==> src/rtl/cpu_bus_arbiter_if.sv <==
// rtl/cpu_bus_arbiter_if.sv - I/D cache ports and system bus side of the CPU bus arbiter
//
// Purpose: bundles the instruction-cache port, data-cache port and system bus
// signals of cpu_bus_arbiter.
//   slave  modport : the arbiter's view (takes cache requests and bus responses)
//   master modport : the surrounding caches/bus view
// Signals:
//   i_i_request/i_i_address -> o_i_ready/o_i_rdata                      I port (read-only)
//   i_d_request/i_d_rw/i_d_address/i_d_wdata -> o_d_ready/o_d_rdata     D port
//   o_bus_request/o_bus_rw/o_bus_address/o_bus_wdata <- i_bus_ready/i_bus_rdata   system bus
interface cpu_bus_arbiter_if;
    logic        i_i_request;
    logic [31:0] i_i_address;
    logic        o_i_ready;
    logic [31:0] o_i_rdata;

    logic        i_d_request;
    logic        i_d_rw;
    logic [31:0] i_d_address;
    logic [31:0] i_d_wdata;
    logic        o_d_ready;
    logic [31:0] o_d_rdata;

    logic        o_bus_request;
    logic        o_bus_rw;
    logic [31:0] o_bus_address;
    logic [31:0] o_bus_wdata;
    logic        i_bus_ready;
    logic [31:0] i_bus_rdata;

    modport slave (
        input  i_i_request, i_i_address,
        output o_i_ready, o_i_rdata,
        input  i_d_request, i_d_rw, i_d_address, i_d_wdata,
        output o_d_ready, o_d_rdata,
        output o_bus_request, o_bus_rw, o_bus_address, o_bus_wdata,
        input  i_bus_ready, i_bus_rdata
    );

    modport master (
        output i_i_request, i_i_address,
        input  o_i_ready, o_i_rdata,
        output i_d_request, i_d_rw, i_d_address, i_d_wdata,
        input  o_d_ready, o_d_rdata,
        input  o_bus_request, o_bus_rw, o_bus_address, o_bus_wdata,
        output i_bus_ready, i_bus_rdata
    );
endinterface

==> src/rtl/cpu_bus_arbiter.sv <==
// rtl/cpu_bus_arbiter.sv - shares the CPU memory bus between the I-cache and D-cache ports
//
// Purpose: one owner of the system bus at a time. A level request is held with
// its address/data until a one-cycle ready pulse; the bus response is routed
// combinationally back to the owner.
// Parameters:
//   FIXED_PRIO   0 = round-robin on ties, 1 = D wins ties unless I is starving
//   STARVE_LIMIT consecutive D grants while I waits before I is forced (1..15)
// Ports:
//   i_clock, i_reset_n        clock, asynchronous active-low reset
//   bus                       cpu_bus_arbiter_if.slave (I port, D port, system bus)
//   o_i_grants, o_d_grants    completed-transfer counters per port
// Optional feature macro: ARBITER_STATS_EN builds the transfer counters;
// without it the counter ports are tied to 0.
module cpu_bus_arbiter #(
    parameter int FIXED_PRIO   = 0,
    parameter int STARVE_LIMIT = 4
) (
    input  logic               i_clock,
    input  logic               i_reset_n,
    cpu_bus_arbiter_if.slave   bus,
    output logic [31:0]        o_i_grants,
    output logic [31:0]        o_d_grants
);

    typedef enum logic [1:0] {
        IDLE    = 2'd0,
        GRANT_I = 2'd1,
        GRANT_D = 2'd2
    } state_t;

    localparam logic [3:0] STARVE_MAX = 4'(STARVE_LIMIT);

    state_t     state, state_next;
    logic       last_grant_d, last_grant_d_next;
    logic [3:0] starve_cnt, starve_cnt_next;
    logic       grant_i, grant_d;

    // Winner of a simultaneous I/D request: round-robin favours the port that
    // was not served last; fixed priority favours D until I has waited out
    // STARVE_LIMIT D grants.
    function automatic logic tie_to_i(input logic last_was_d, input logic [3:0] cnt);
        if (FIXED_PRIO != 0)
            return (cnt == STARVE_MAX);
        return last_was_d;
    endfunction

    always_ff @(posedge i_clock or negedge i_reset_n) begin
        if (!i_reset_n) begin
            state        <= IDLE;
            last_grant_d <= 1'b1;
            starve_cnt   <= '0;
        end else begin
            state        <= state_next;
            last_grant_d <= last_grant_d_next;
            starve_cnt   <= starve_cnt_next;
        end
    end

    always_comb begin
        state_next        = state;
        last_grant_d_next = last_grant_d;
        starve_cnt_next   = starve_cnt;
        grant_i           = 1'b0;
        grant_d           = 1'b0;
        bus.o_bus_request = 1'b0;
        bus.o_bus_rw      = 1'b0;
        bus.o_bus_address = '0;
        bus.o_bus_wdata   = '0;
        bus.o_i_ready     = 1'b0;
        bus.o_i_rdata     = '0;
        bus.o_d_ready     = 1'b0;
        bus.o_d_rdata     = '0;

        case (state)
            IDLE: begin
                if (bus.i_i_request && bus.i_d_request) begin
                    if (tie_to_i(last_grant_d, starve_cnt)) grant_i = 1'b1;
                    else                                    grant_d = 1'b1;
                end else if (bus.i_i_request) begin
                    grant_i = 1'b1;
                end else if (bus.i_d_request) begin
                    grant_d = 1'b1;
                end
            end

            GRANT_I: begin
                bus.o_bus_request = bus.i_i_request;
                bus.o_bus_address = bus.i_i_address;
                if (!bus.i_i_request) begin
                    // Owner withdrew before the bus answered: release, no ready.
                    state_next = IDLE;
                end else if (bus.i_bus_ready) begin
                    bus.o_i_ready     = 1'b1;
                    bus.o_i_rdata     = bus.i_bus_rdata;
                    last_grant_d_next = 1'b0;
                    state_next        = IDLE;
                    // Hand over without a dead cycle when D is waiting.
                    if (bus.i_d_request) begin
                        if (tie_to_i(1'b0, starve_cnt)) grant_i = 1'b1;
                        else                            grant_d = 1'b1;
                    end
                end
            end

            GRANT_D: begin
                bus.o_bus_request = bus.i_d_request;
                bus.o_bus_rw      = bus.i_d_rw;
                bus.o_bus_address = bus.i_d_address;
                bus.o_bus_wdata   = bus.i_d_wdata;
                if (!bus.i_d_request) begin
                    state_next = IDLE;
                end else if (bus.i_bus_ready) begin
                    bus.o_d_ready     = 1'b1;
                    bus.o_d_rdata     = bus.i_bus_rdata;
                    last_grant_d_next = 1'b1;
                    state_next        = IDLE;
                    if (bus.i_i_request) begin
                        if (tie_to_i(1'b1, starve_cnt)) grant_i = 1'b1;
                        else                            grant_d = 1'b1;
                    end
                end
            end

            default: state_next = IDLE;
        endcase

        if (grant_i) begin
            state_next      = GRANT_I;
            starve_cnt_next = '0;
        end
        if (grant_d) begin
            state_next = GRANT_D;
            // Only D grants that make a waiting I port wait longer count.
            if (bus.i_i_request && (starve_cnt != STARVE_MAX))
                starve_cnt_next = starve_cnt + 4'd1;
        end
    end

`ifdef ARBITER_STATS_EN
    logic [31:0] i_grants_q, d_grants_q;

    always_ff @(posedge i_clock or negedge i_reset_n) begin
        if (!i_reset_n) begin
            i_grants_q <= '0;
            d_grants_q <= '0;
        end else begin
            if (bus.o_i_ready) i_grants_q <= i_grants_q + 32'd1;
            if (bus.o_d_ready) d_grants_q <= d_grants_q + 32'd1;
        end
    end

    assign o_i_grants = i_grants_q;
    assign o_d_grants = d_grants_q;
`else
    assign o_i_grants = '0;
    assign o_d_grants = '0;
`endif

endmodule

==> src/flat_wrapper.sv <==
// flat-port wrapper written by rule: the top's interface ports become plain ports
module cpu_bus_arbiter_flat 
#(
    parameter int FIXED_PRIO   = 0,
    parameter int STARVE_LIMIT = 4
)
  (i_clock, i_reset_n, o_i_grants, o_d_grants, bus_i_i_request, bus_i_i_address, bus_o_i_ready, bus_o_i_rdata, bus_i_d_request, bus_i_d_rw, bus_i_d_address, bus_i_d_wdata, bus_o_d_ready, bus_o_d_rdata, bus_o_bus_request, bus_o_bus_rw, bus_o_bus_address, bus_o_bus_wdata, bus_i_bus_ready, bus_i_bus_rdata);
  cpu_bus_arbiter_if bus_i ();
  input  logic i_clock;
  input  logic i_reset_n;
  output logic [31:0] o_i_grants;
  output logic [31:0] o_d_grants;
  input wire logic [$bits(bus_i.i_i_request)-1:0] bus_i_i_request;
  input wire logic [$bits(bus_i.i_i_address)-1:0] bus_i_i_address;
  output wire logic [$bits(bus_i.o_i_ready)-1:0] bus_o_i_ready;
  output wire logic [$bits(bus_i.o_i_rdata)-1:0] bus_o_i_rdata;
  input wire logic [$bits(bus_i.i_d_request)-1:0] bus_i_d_request;
  input wire logic [$bits(bus_i.i_d_rw)-1:0] bus_i_d_rw;
  input wire logic [$bits(bus_i.i_d_address)-1:0] bus_i_d_address;
  input wire logic [$bits(bus_i.i_d_wdata)-1:0] bus_i_d_wdata;
  output wire logic [$bits(bus_i.o_d_ready)-1:0] bus_o_d_ready;
  output wire logic [$bits(bus_i.o_d_rdata)-1:0] bus_o_d_rdata;
  output wire logic [$bits(bus_i.o_bus_request)-1:0] bus_o_bus_request;
  output wire logic [$bits(bus_i.o_bus_rw)-1:0] bus_o_bus_rw;
  output wire logic [$bits(bus_i.o_bus_address)-1:0] bus_o_bus_address;
  output wire logic [$bits(bus_i.o_bus_wdata)-1:0] bus_o_bus_wdata;
  input wire logic [$bits(bus_i.i_bus_ready)-1:0] bus_i_bus_ready;
  input wire logic [$bits(bus_i.i_bus_rdata)-1:0] bus_i_bus_rdata;
  assign bus_i.i_i_request = bus_i_i_request;
  assign bus_i.i_i_address = bus_i_i_address;
  assign bus_o_i_ready = bus_i.o_i_ready;
  assign bus_o_i_rdata = bus_i.o_i_rdata;
  assign bus_i.i_d_request = bus_i_d_request;
  assign bus_i.i_d_rw = bus_i_d_rw;
  assign bus_i.i_d_address = bus_i_d_address;
  assign bus_i.i_d_wdata = bus_i_d_wdata;
  assign bus_o_d_ready = bus_i.o_d_ready;
  assign bus_o_d_rdata = bus_i.o_d_rdata;
  assign bus_o_bus_request = bus_i.o_bus_request;
  assign bus_o_bus_rw = bus_i.o_bus_rw;
  assign bus_o_bus_address = bus_i.o_bus_address;
  assign bus_o_bus_wdata = bus_i.o_bus_wdata;
  assign bus_i.i_bus_ready = bus_i_bus_ready;
  assign bus_i.i_bus_rdata = bus_i_bus_rdata;
  cpu_bus_arbiter #(.FIXED_PRIO(FIXED_PRIO), .STARVE_LIMIT(STARVE_LIMIT)) u_core (.i_clock(i_clock), .i_reset_n(i_reset_n), .bus(bus_i), .o_i_grants(o_i_grants), .o_d_grants(o_d_grants));
endmodule
==> config.mk <==
export PLATFORM = sky130hd
export DESIGN_NAME = cpu_bus_arbiter_flat
export DESIGN_NICKNAME = d
export VERILOG_FILES = /design/src/rtl/cpu_bus_arbiter_if.sv /design/src/rtl/cpu_bus_arbiter.sv /design/src/flat_wrapper.sv
export SDC_FILE = /design/constraint.sdc
export NUM_CORES = 1
export LEC_CHECK = 0
export CAP_MARGIN = 25
export CORE_AREA = 5 5 125 127
export DETAILED_ROUTE_END_ITERATION = 16
export DIE_AREA = 0 0 130 132
export PLACE_DENSITY = 0.6
export SLEW_MARGIN = 20
export SYNTH_ARGS = -nofsm -noshare
export SYNTH_HDL_FRONTEND = slang
export SYNTH_SLANG_ARGS = --single-unit
==> constraint.sdc <==
create_clock -name i_clock -period 3.1 [get_ports i_clock]
set_clock_uncertainty 0.2 [all_clocks]
set_input_delay 0.62 -clock i_clock [delete_from_list [all_inputs] [get_ports i_clock]]
set_output_delay 0.62 -clock i_clock [all_outputs]
set_load 0.02 [all_outputs]
* After elaboration in Yosys (flattened, before gate mapping)
Index checks and enable logic that the tools add are counted.
** Operators by class
- Add/sub/neg operators :: 0
- Multiply operators :: 0
- Div/mod/pow operators :: 0
- Magnitude comparators :: 0
- Eq/ne operators :: 7
- Shift-type cells :: 0
- Mux-type cells :: 38
- Bitwise operators :: 0
- Reductions and logical operators :: 4
** Operators by type and width (number)
- two-way mux 32 bit :: 6
- case mux 32 bit (2 select lines) :: 1
- two-way mux 1 bit :: 21
- two-way mux 2 bit :: 5
- inequality test 2 bit, second input constant :: 4
- case mux 1 bit (2 select lines) :: 4
- case mux 2 bit (3 select lines) :: 1
- AND reduction 5 bit :: 1
- inequality test 3 x 1 -> 1 bit, second input constant :: 1
- equality test 2 x 1 -> 1 bit, second input constant :: 1
- equality test 2 bit, second input constant :: 1
- zero test 2 bit :: 1
- nonzero test 2 bit :: 1
- logical AND 1 bit :: 1
** Word-level totals
- Bits in registers :: 3
- Bits in latches :: 0
- Bits in writable memories :: 0
- ROM bits :: 0
- Logic and storage cells :: 51
- Memories kept :: 0

* Logic depth before layout (Yosys ltp)
Gate-level depths: netlist (run 1).
- Depth after elaboration :: 6
- Mapped depth :: 8
- Gate-level depth less buffers :: 6

* Worst setup path before layout (run 1)
No wires, ideal clock.
- Path type :: reg-to-output
- From :: reg u_core.state[1]
- To :: out bus_o_bus_address[14]
- Data arrival time :: 1.455 ns
- Data required time :: 2.280 ns
- Slack :: 0.825 ns
- Cell stages (with the launch flop) :: 7
- Path buffers :: 2
- Cells stage by stage :: dfrtp_1 > inv_1 > ha_1 > buf_6 > clkbuf_1 > a22oi_1 > nor2b_1
** On the way
- Word-level cells in the longest chain between the ends :: 2
- Elaborated cells between the ends (all ways) :: 3
** RTL lines
- from (decl) :: line cpu_bus_arbiter.sv:34 : state_t state, state_next;
- from (signal assigned) :: line cpu_bus_arbiter.sv:54 : state <= state_next;
- equality test 2 bit or equality test 2 x 1 -> 1 bit (tied branches) :: line cpu_bus_arbiter.sv:75 : case (state)
- case mux 32 bit (2 select lines) * :: line cpu_bus_arbiter.sv:75
- to (decl) :: line flat_wrapper.sv:25 : output wire logic [$bits(bus_i.o_bus_address)-1:0] bus_o_bus_address;
Mark *: on every way between the ends. The rest lies on a longest branch, timed or not.

* Final worst setup path (run 1)
- From :: in bus_i_i_request
- To :: out bus_o_i_rdata[27]
** On the way
- Word-level cells in the longest chain between the ends :: 2
** RTL lines
- from (decl) :: line flat_wrapper.sv:13 : input wire logic [$bits(bus_i.i_i_request)-1:0] bus_i_i_request;
- two-way mux 32 bit :: line cpu_bus_arbiter.sv:90 : if (!bus.i_i_request) begin
- two-way mux 32 bit :: line cpu_bus_arbiter.sv:75
- to (decl) :: line flat_wrapper.sv:16 : output wire logic [$bits(bus_i.o_i_rdata)-1:0] bus_o_i_rdata;
No other way between the ends.

==> results.md, run 1 <==
* Fmax at 328 MHz
* Synth Area per Inst at 6.91 um2
* Max-cap violation count at 0
* Slew Limit Fails at 0
* Final worst path period need at 3.05 ns
* CP max FO at 34
* CTS tree: done
* Congestion Overflow GR at 0
* Final Wtd Congestion at 0.833
* Mapped Area at 1910 um2
* CORE AREA at 14300 um2
* Synth Area in Compound Gates at 16.5%
* Final Cycle Share at 98.2%
* Worst VDD drop at 0.200 mV
* Worst setup SP type: input pin
* Number of buffers added on ports at 265
* Drt wl/cell at 14.4 um
* Clock transition at path regs at 0.03 ns
* Die area at 17200 um2
* Starting DRT DRC Count at 44
* Finished Core Util at 32.8%
* CTS Buffer Depth at 2
* Adder-Cell Fraction of Synth Area at 2.62%
* Post-route antenna net violation count at 0
* CTS root buf: clkbuf_16
* Final Cell Area at 4700 um2
* Power density over the cells at 476 nW/um2
* Fin nets at 674
* WP data arrival at 2.23 ns
* Fin. Hold Viols at 0
* Placement Setup Slack at -0.0215 ns
* Worst-Skew Late Latency at 0.22 ns
* Crit path largest cell delay at 0.61 ns
* Row count at 44
* Post CTS Setup Buffer Count at 0
* Overall power at 2.24 mW
* Chip height at 132 um
* Commonest cells after routing, fill and taps aside: clkdlybuf4s50_1, and2_1, conb_1, a22oi_1, nor2b_1
* Lkg Pwr at 2.14 nW
* Leading area contributor after synthesis: and2_1
* Final setup viols at 0
* Final worst setup slack at 0.0548 ns
* Status: complete, no violations
* DRC viols at 0
* Vias/cell at 3.77
* Largest net degree at the start of global routing at 61
* Combinational family with the most area after synthesis: simple AND/OR/NAND/NOR gates
* Min-delay worst type: reg2reg
* Slowest stage cell, crit path: clkdlybuf4s50_1
* Die Wd at 130 um
* DP HPWL at 8.44 mm
* Multi-input logic area at 1500 um2
* Vias in the first global route at 2804
* CTS hold repair buffers at 0
* Register area at 76.3 um2
* Synth warnings at 0
* Flop-to-flop setup slack at 1.07 ns
* Post-Route WL at 10.3 mm
* Sink Count at 3
* First-pass detailed-route iteration total at 4
* Number of fill cells in the layout at 1500
* Mux share of post-synthesis cell area at 0%
* Worst setup EP type: output port
* H-tree depth at 1
* Worst path required time at 2.28 ns
* First-pass GRT wire length at 14.1 mm
* Total track usage at 9.98%
* Placed cell areas at 4540 um2
* Mapped Cells at 277
* Most common cell after layout, fill and taps aside: clkdlybuf4s50_1
* Top cell type's share of synthesized area at 31.7%
* Seq/Total Area, Yosys at 3.99%
* Unique cell type count in the Yosys netlist at 27
* Area Overhead vs Synth at 146%
* Synth Area in XOR/XNOR at 0%
* Via Count at 2712
* Crit Path Category: in2out
* N_diodes at 0
* CP top delay family: buffers and inverters
* Crit path top cell by count: clkdlybuf4s50_1
* Initial Utilization at 13.4%
* Initial antenna violation count at 0
* CTS Buf Count at 3
* Post-Synth Simple-Gate Area at 44.7%
* Unrepaired setup endpoints after global routing: no
* Bufs and invs on worst path at 3
* Fraction of layout cells with a size suffix above 1 at 3.93%
* Synth area leaders: and2_1, buf_4, a22oi_1, nor2b_1, dfrtp_1
* Critical-path cell list: clkdlybuf4s50_1 > and3_1 > buf_12 > and2_1 > clkdlybuf4s50_1
* # IOs at 330
* Register bit count reported by yosys at 3
-- power breakdown --
group	internal [mW]	switching, mW	total, mW
clock	0.170	0.0356	0.205
sequential	0.0617	0.0150	0.0766
combinational	0.951	1.00	1.95
-- flip-flops by register name, indices dropped and copies added (netlist names) --
name and cells:
u_core.last_grant_d 1, u_core.state 2
-- cell usage after synthesis --
cell,instances
clkbuf_2,4
clkbuf_1,10
o21a_1,2
and3_1,1
inv_1,2
dfstp_2,1
o221ai_1,1
nand2b_1,1
dfrtp_1,2
nor2b_1,33
a21boi_0,1
a22oi_1,33
buf_4,65
ha_1,4
o21ai_0,1
and3_4,1
a21oi_1,1
conb_1,1
a21oi_2,1
and2_1,97
nor3b_1,1
buf_2,5
buf_6,3
o22ai_1,2
nor2_1,2
nand2_1,1
o21ai_1,1
-- layout make-up --
type	count	area share (%)
clock buffers	4	1.68
repair buffers	275	59.6
well taps	184	4.90
inverters	2	0.160
multi-input cells	251	32.0
flip-flops and latches	3	1.62
-- metal layers --
metal | routed length, um | share of wire [%] | GRT usage, %
met5 | 0 | 0 | 0
met4 | 152 | 1.5 | 2.71
met3 | 1520 | 15 | 4.17
met2 | 5280 | 51 | 19.6
met1 | 3370 | 33 | 9.16
-- metrics by stage --
step | cells | hold slack [ns] | setup TNS, ns
after floorplan | 340 | 0.124 | 0
after global placement | 712 | 0.328 | -0.000560
after detailed placement | 712 | 0.320 | -0.0652
after CTS | 716 | 0.323 | 0
after global routing | 719 | 0.388 | 0
final | 719 | 0.322 | 0
-- path summary, 6_finish.rpt --
kind | startpoint | endpoint | cells past startpoint
max | bus_i_i_request | bus_o_i_rdata[27] | 5
min | u_core.last_grant_d | u_core.last_grant_d | 2
max reg2reg | u_core.state[0] | u_core.state[1] | 7
min reg2reg | u_core.last_grant_d | u_core.last_grant_d | 2
max in group asynchronous | i_reset_n | u_core.last_grant_d | 1
min in group asynchronous | i_reset_n | u_core.state[1] | 1
-- worst reg2reg max path, stage by stage, from the launching register on --
cell,delay (ns)
dfrtp_1,0.39
inv_1,0.15
ha_4,0.22
buf_12,0.24
a22oi_1,0.16
nor3b_1,0.33
o22ai_1,0.12
o21ai_1,0.15
-- logic make-up (layout without fill, tap and decap cells) --
group,after synthesis,count (layout)
AOI/OAI and AO/OA,43,43
buffers and inverters,89,281
other,1,64
adders and majority gates,4,4
and+or+nand+nor,137,140
DFF,3,3
-- timing repair --
| action | CTS | global route |
|---|---|---|
| resized for setup | 5 | 22 |
| setup endpoints to repair | 5 | 60 |
| gates cloned | 0 | 3 |
Note: power is estimated with default switching activity, not from simulation.
==> run 2, diff against run 1 <==
==> constraint.sdc (replaced) <==
create_clock -name i_clock -period 3.85 [get_ports i_clock]
set_clock_uncertainty 0.2 [all_clocks]
set_input_delay 0.77 -clock i_clock [delete_from_list [all_inputs] [get_ports i_clock]]
set_output_delay 0.77 -clock i_clock [all_outputs]
set_load 0.02 [all_outputs]
==> run 2 against run 1 <==
- register-to-register slack improved by 0.60 ns
- clock-buffer cell count did not move
- sequential power fell by 20%
- worst hold slack improved by 0.0060 ns
- final area fell by 3.0%
- clock power fell by 19%
- first-iteration DRC count fell by 30%
- critical path type unchanged
- critical endpoint is now bus_o_i_rdata[1]
==> results.md, run 2 (same netlist as run 1, synthesis figures left out) <==
* Crit path largest cell delay at 0.60 ns (was 0.61 ns)
* DRC viols at 0 (unchanged)
* Worst setup SP type: input pin (unchanged)
* Fmax at 288 MHz
* Post CTS Setup Buffer Count at 0 (unchanged)
* Final setup viols at 0 (unchanged)
* First-pass detailed-route iteration total at 5 (was 4)
* Status: complete, no violations (unchanged)
* Logic gate share of total power at 87.0% (was 87.4%)
* N_diodes at 0 (unchanged)
* WP data arrival at 2.51 ns (was 2.23 ns)
* Max FFs per register at 2 (unchanged)
* Via Count at 2641 (was 2712)
* Most common cell after layout, fill and taps aside: clkdlybuf4s50_1 (unchanged)
* Internal cell power at 0.919 mW (was 1.18 mW)
* Hold WS at 0.328 ns (was 0.322 ns)
* CP max FO at 34 (unchanged)
* Slew Limit Fails at 0 (unchanged)
* Fin. Hold Viols at 0 (unchanged)
* Fraction of layout cells with a size suffix above 1 at 2.28% (was 3.93%)
* Setup TNS at 0 ns (unchanged)
* Largest net degree at the start of global routing at 46 (was 61)
* Min-delay worst type: reg2reg (unchanged)
* Vias in the first global route at 2734 (was 2804)
* Worst-Skew Late Latency at 0.22 ns (about the same)
* Die Wd at 130 um (unchanged)
* Crit Path Category: in2out (unchanged)
* H-tree depth at 1 (unchanged)
* Clock power share at 9.5% (was 9.2%)
* Power density over the cells at 385 nW/um2 (was 476 nW/um2)
* Layout Cells excl Fill at 711 (was 719)
* Placement Setup Slack at 0.360 ns (was -0.0215 ns)
* CTS Buffer Depth at 2 (unchanged)
* Placed cells at 707 (was 712)
* Biggest register: u_core.state (unchanged)
* DP HPWL at 8.66 mm (was 8.44 mm)
* CTS Buf Count at 3 (unchanged)
* Sw frac at 47.6% (was 47.1%)
* CP top delay family: buffers and inverters (unchanged)
* First-pass GRT wire length at 14.4 mm (was 14.1 mm)
* Sequential power share at 3.5% (was 3.4%)
* Final worst path period need at 3.48 ns
* Placed cell areas at 4480 um2 (was 4540 um2)
* Worst R2R Start: u_core.state[0] (unchanged)
* Max-cap violation count at 0 (unchanged)
* Number of fill cells in the layout at 1524 (was 1500)
* Overall power at 1.75 mW (was 2.24 mW)
* Commonest cells after routing, fill and taps aside: clkdlybuf4s50_1, and2_1, conb_1, a22oi_1, nor2b_1 (unchanged)
* Final Cell Area at 4560 um2 (was 4700 um2)
* Unrepaired setup endpoints after global routing: no (unchanged)
* Crit path top cell by count: clkdlybuf4s50_1 (unchanged)
* Fin nets at 666 (was 674)
* Slowest stage cell, crit path: clkdlybuf4s50_1 (unchanged)
* Drt wl/cell at 14.0 um (was 14.4 um)
* Post-route antenna net violation count at 0 (unchanged)
* Switching power at 0.835 mW (was 1.05 mW)
* Flop-to-flop setup slack at 1.67 ns (was 1.07 ns)
* Chip height at 132 um (unchanged)
* Bufs and invs on worst path at 3 (unchanged)
* Worst hold path startpoint: u_core.last_grant_d (unchanged)
* Worst Hold End: u_core.last_grant_d (unchanged)
* Worst setup EP type: output port (unchanged)
* R2R depth at 7 (unchanged)
* Largest regs: u_core.state x2, u_core.last_grant_d x1 (unchanged)
* Total track usage at 10.3% (was 9.98%)
* Initial Utilization at 13.4% (unchanged)
* # IOs at 330 (unchanged)
* Final Cycle Share at 90.3%
* Final worst setup slack at 0.374 ns (was 0.0548 ns)
* Area Overhead vs Synth at 138% (was 146%)
* Reg-to-reg endpoint: u_core.state[1] (unchanged)
* Finished Core Util at 31.9% (was 32.8%)
* Vias/cell at 3.71 (was 3.77)
* Lkg Pwr at 1.74 nW (was 2.14 nW)
* Worst VDD drop at 0.139 mV (was 0.200 mV)
* Die area at 17200 um2 (unchanged)
* Clock transition at path regs at 0.03 ns (about the same)
* Critical-path cell list: clkdlybuf4s50_1 > and3_1 > buf_12 > and2_1 > clkdlybuf4s50_1 (unchanged)
* Worst path required time at 2.88 ns (was 2.28 ns)
* Hold Crit Depth at 2 (unchanged)
* CORE AREA at 14300 um2 (unchanged)
* Initial antenna violation count at 0 (unchanged)
* CP startpoint: bus_i_i_request (unchanged)
* Sink Count at 3 (unchanged)
* Number of buffers added on ports at 265 (unchanged)
* Final Wtd Congestion at 0.815 (was 0.833)
* Congestion Overflow GR at 0 (unchanged)
* CTS root buf: clkbuf_16 (unchanged)
* CTS hold repair buffers at 0 (unchanged)
* Row count at 44 (unchanged)
* CTS resizes at 0 (was 5)
* Post-Route WL at 9.92 mm (was 10.3 mm)
* Starting DRT DRC Count at 31 (was 44)
* CTS tree: done (unchanged)
==> run 2: cell types whose count changed in the layout (fill, tap and decap cells not counted) <==
cell and change:
clkdlybuf4s50_1 +25, dlymetal6s2s_1 -19, dlygate4sd2_1 -5, buf_4 -4, and3_4 -2, buf_12 -2, and3_2 -1, ha_2 +1
ha_4 -1
==> run 2: area by class of cell <==
| class | instances | area [um2] | share of cell area [%] |
|---|---|---|---|
| tap | 184 | 230 | 5.05 |
| clock buffer | 4 | 78.8 | 1.73 |
| inverter | 2 | 7.51 | 0.165 |
| multi-input combinational | 248 | 1460 | 32.1 |
| sequential | 3 | 76.3 | 1.67 |
| timing repair buffer | 270 | 2700 | 59.3 |
==> run 2: how the worst max path moves through the flow <==
stage,end,slack (ns),cells past startpoint
global route,bus_o_d_rdata[2],0.28,4
finish,bus_o_i_rdata[1],0.37,5
CTS,bus_o_d_rdata[27],0.36,4
floorplan,bus_o_i_rdata[22],1.39,4
detailed placement,bus_o_d_rdata[27],0.36,4
global placement,bus_o_i_rdata[1],0.38,5
==> run 2: worst register-to-register path: stages (launching register included) <==
cell	delay, ns
dfrtp_1	0.39
inv_1	0.11
ha_2	0.23
buf_4	0.34
a22oi_1	0.20
nor3b_1	0.36
o22ai_1	0.13
o21ai_1	0.14
==> run 2: power groups by stage <==
stage	sequential, mW	combinational [mW]	clock (mW)
2_1_floorplan	0.0571	0.905	0
3_3_place_gp	0.0584	1.54	0
3_5_place_dp	0.0608	1.55	0
4_1_cts	0.0606	1.56	0.170
5_1_grt	0.0624	1.66	0.172
6_report	0.0611	1.53	0.166
==> run 2: metal layers <==
layer / GRT usage (%) / wire (um) / up-vias
li1: - / - / 1266
met4: 1.73 / 59 / 0
met5: 0 / 0 / -
met3: 4.29 / 1560 / 5
met1: 9.67 / 3130 / 1157
met2: 20.4 / 5170 / 213
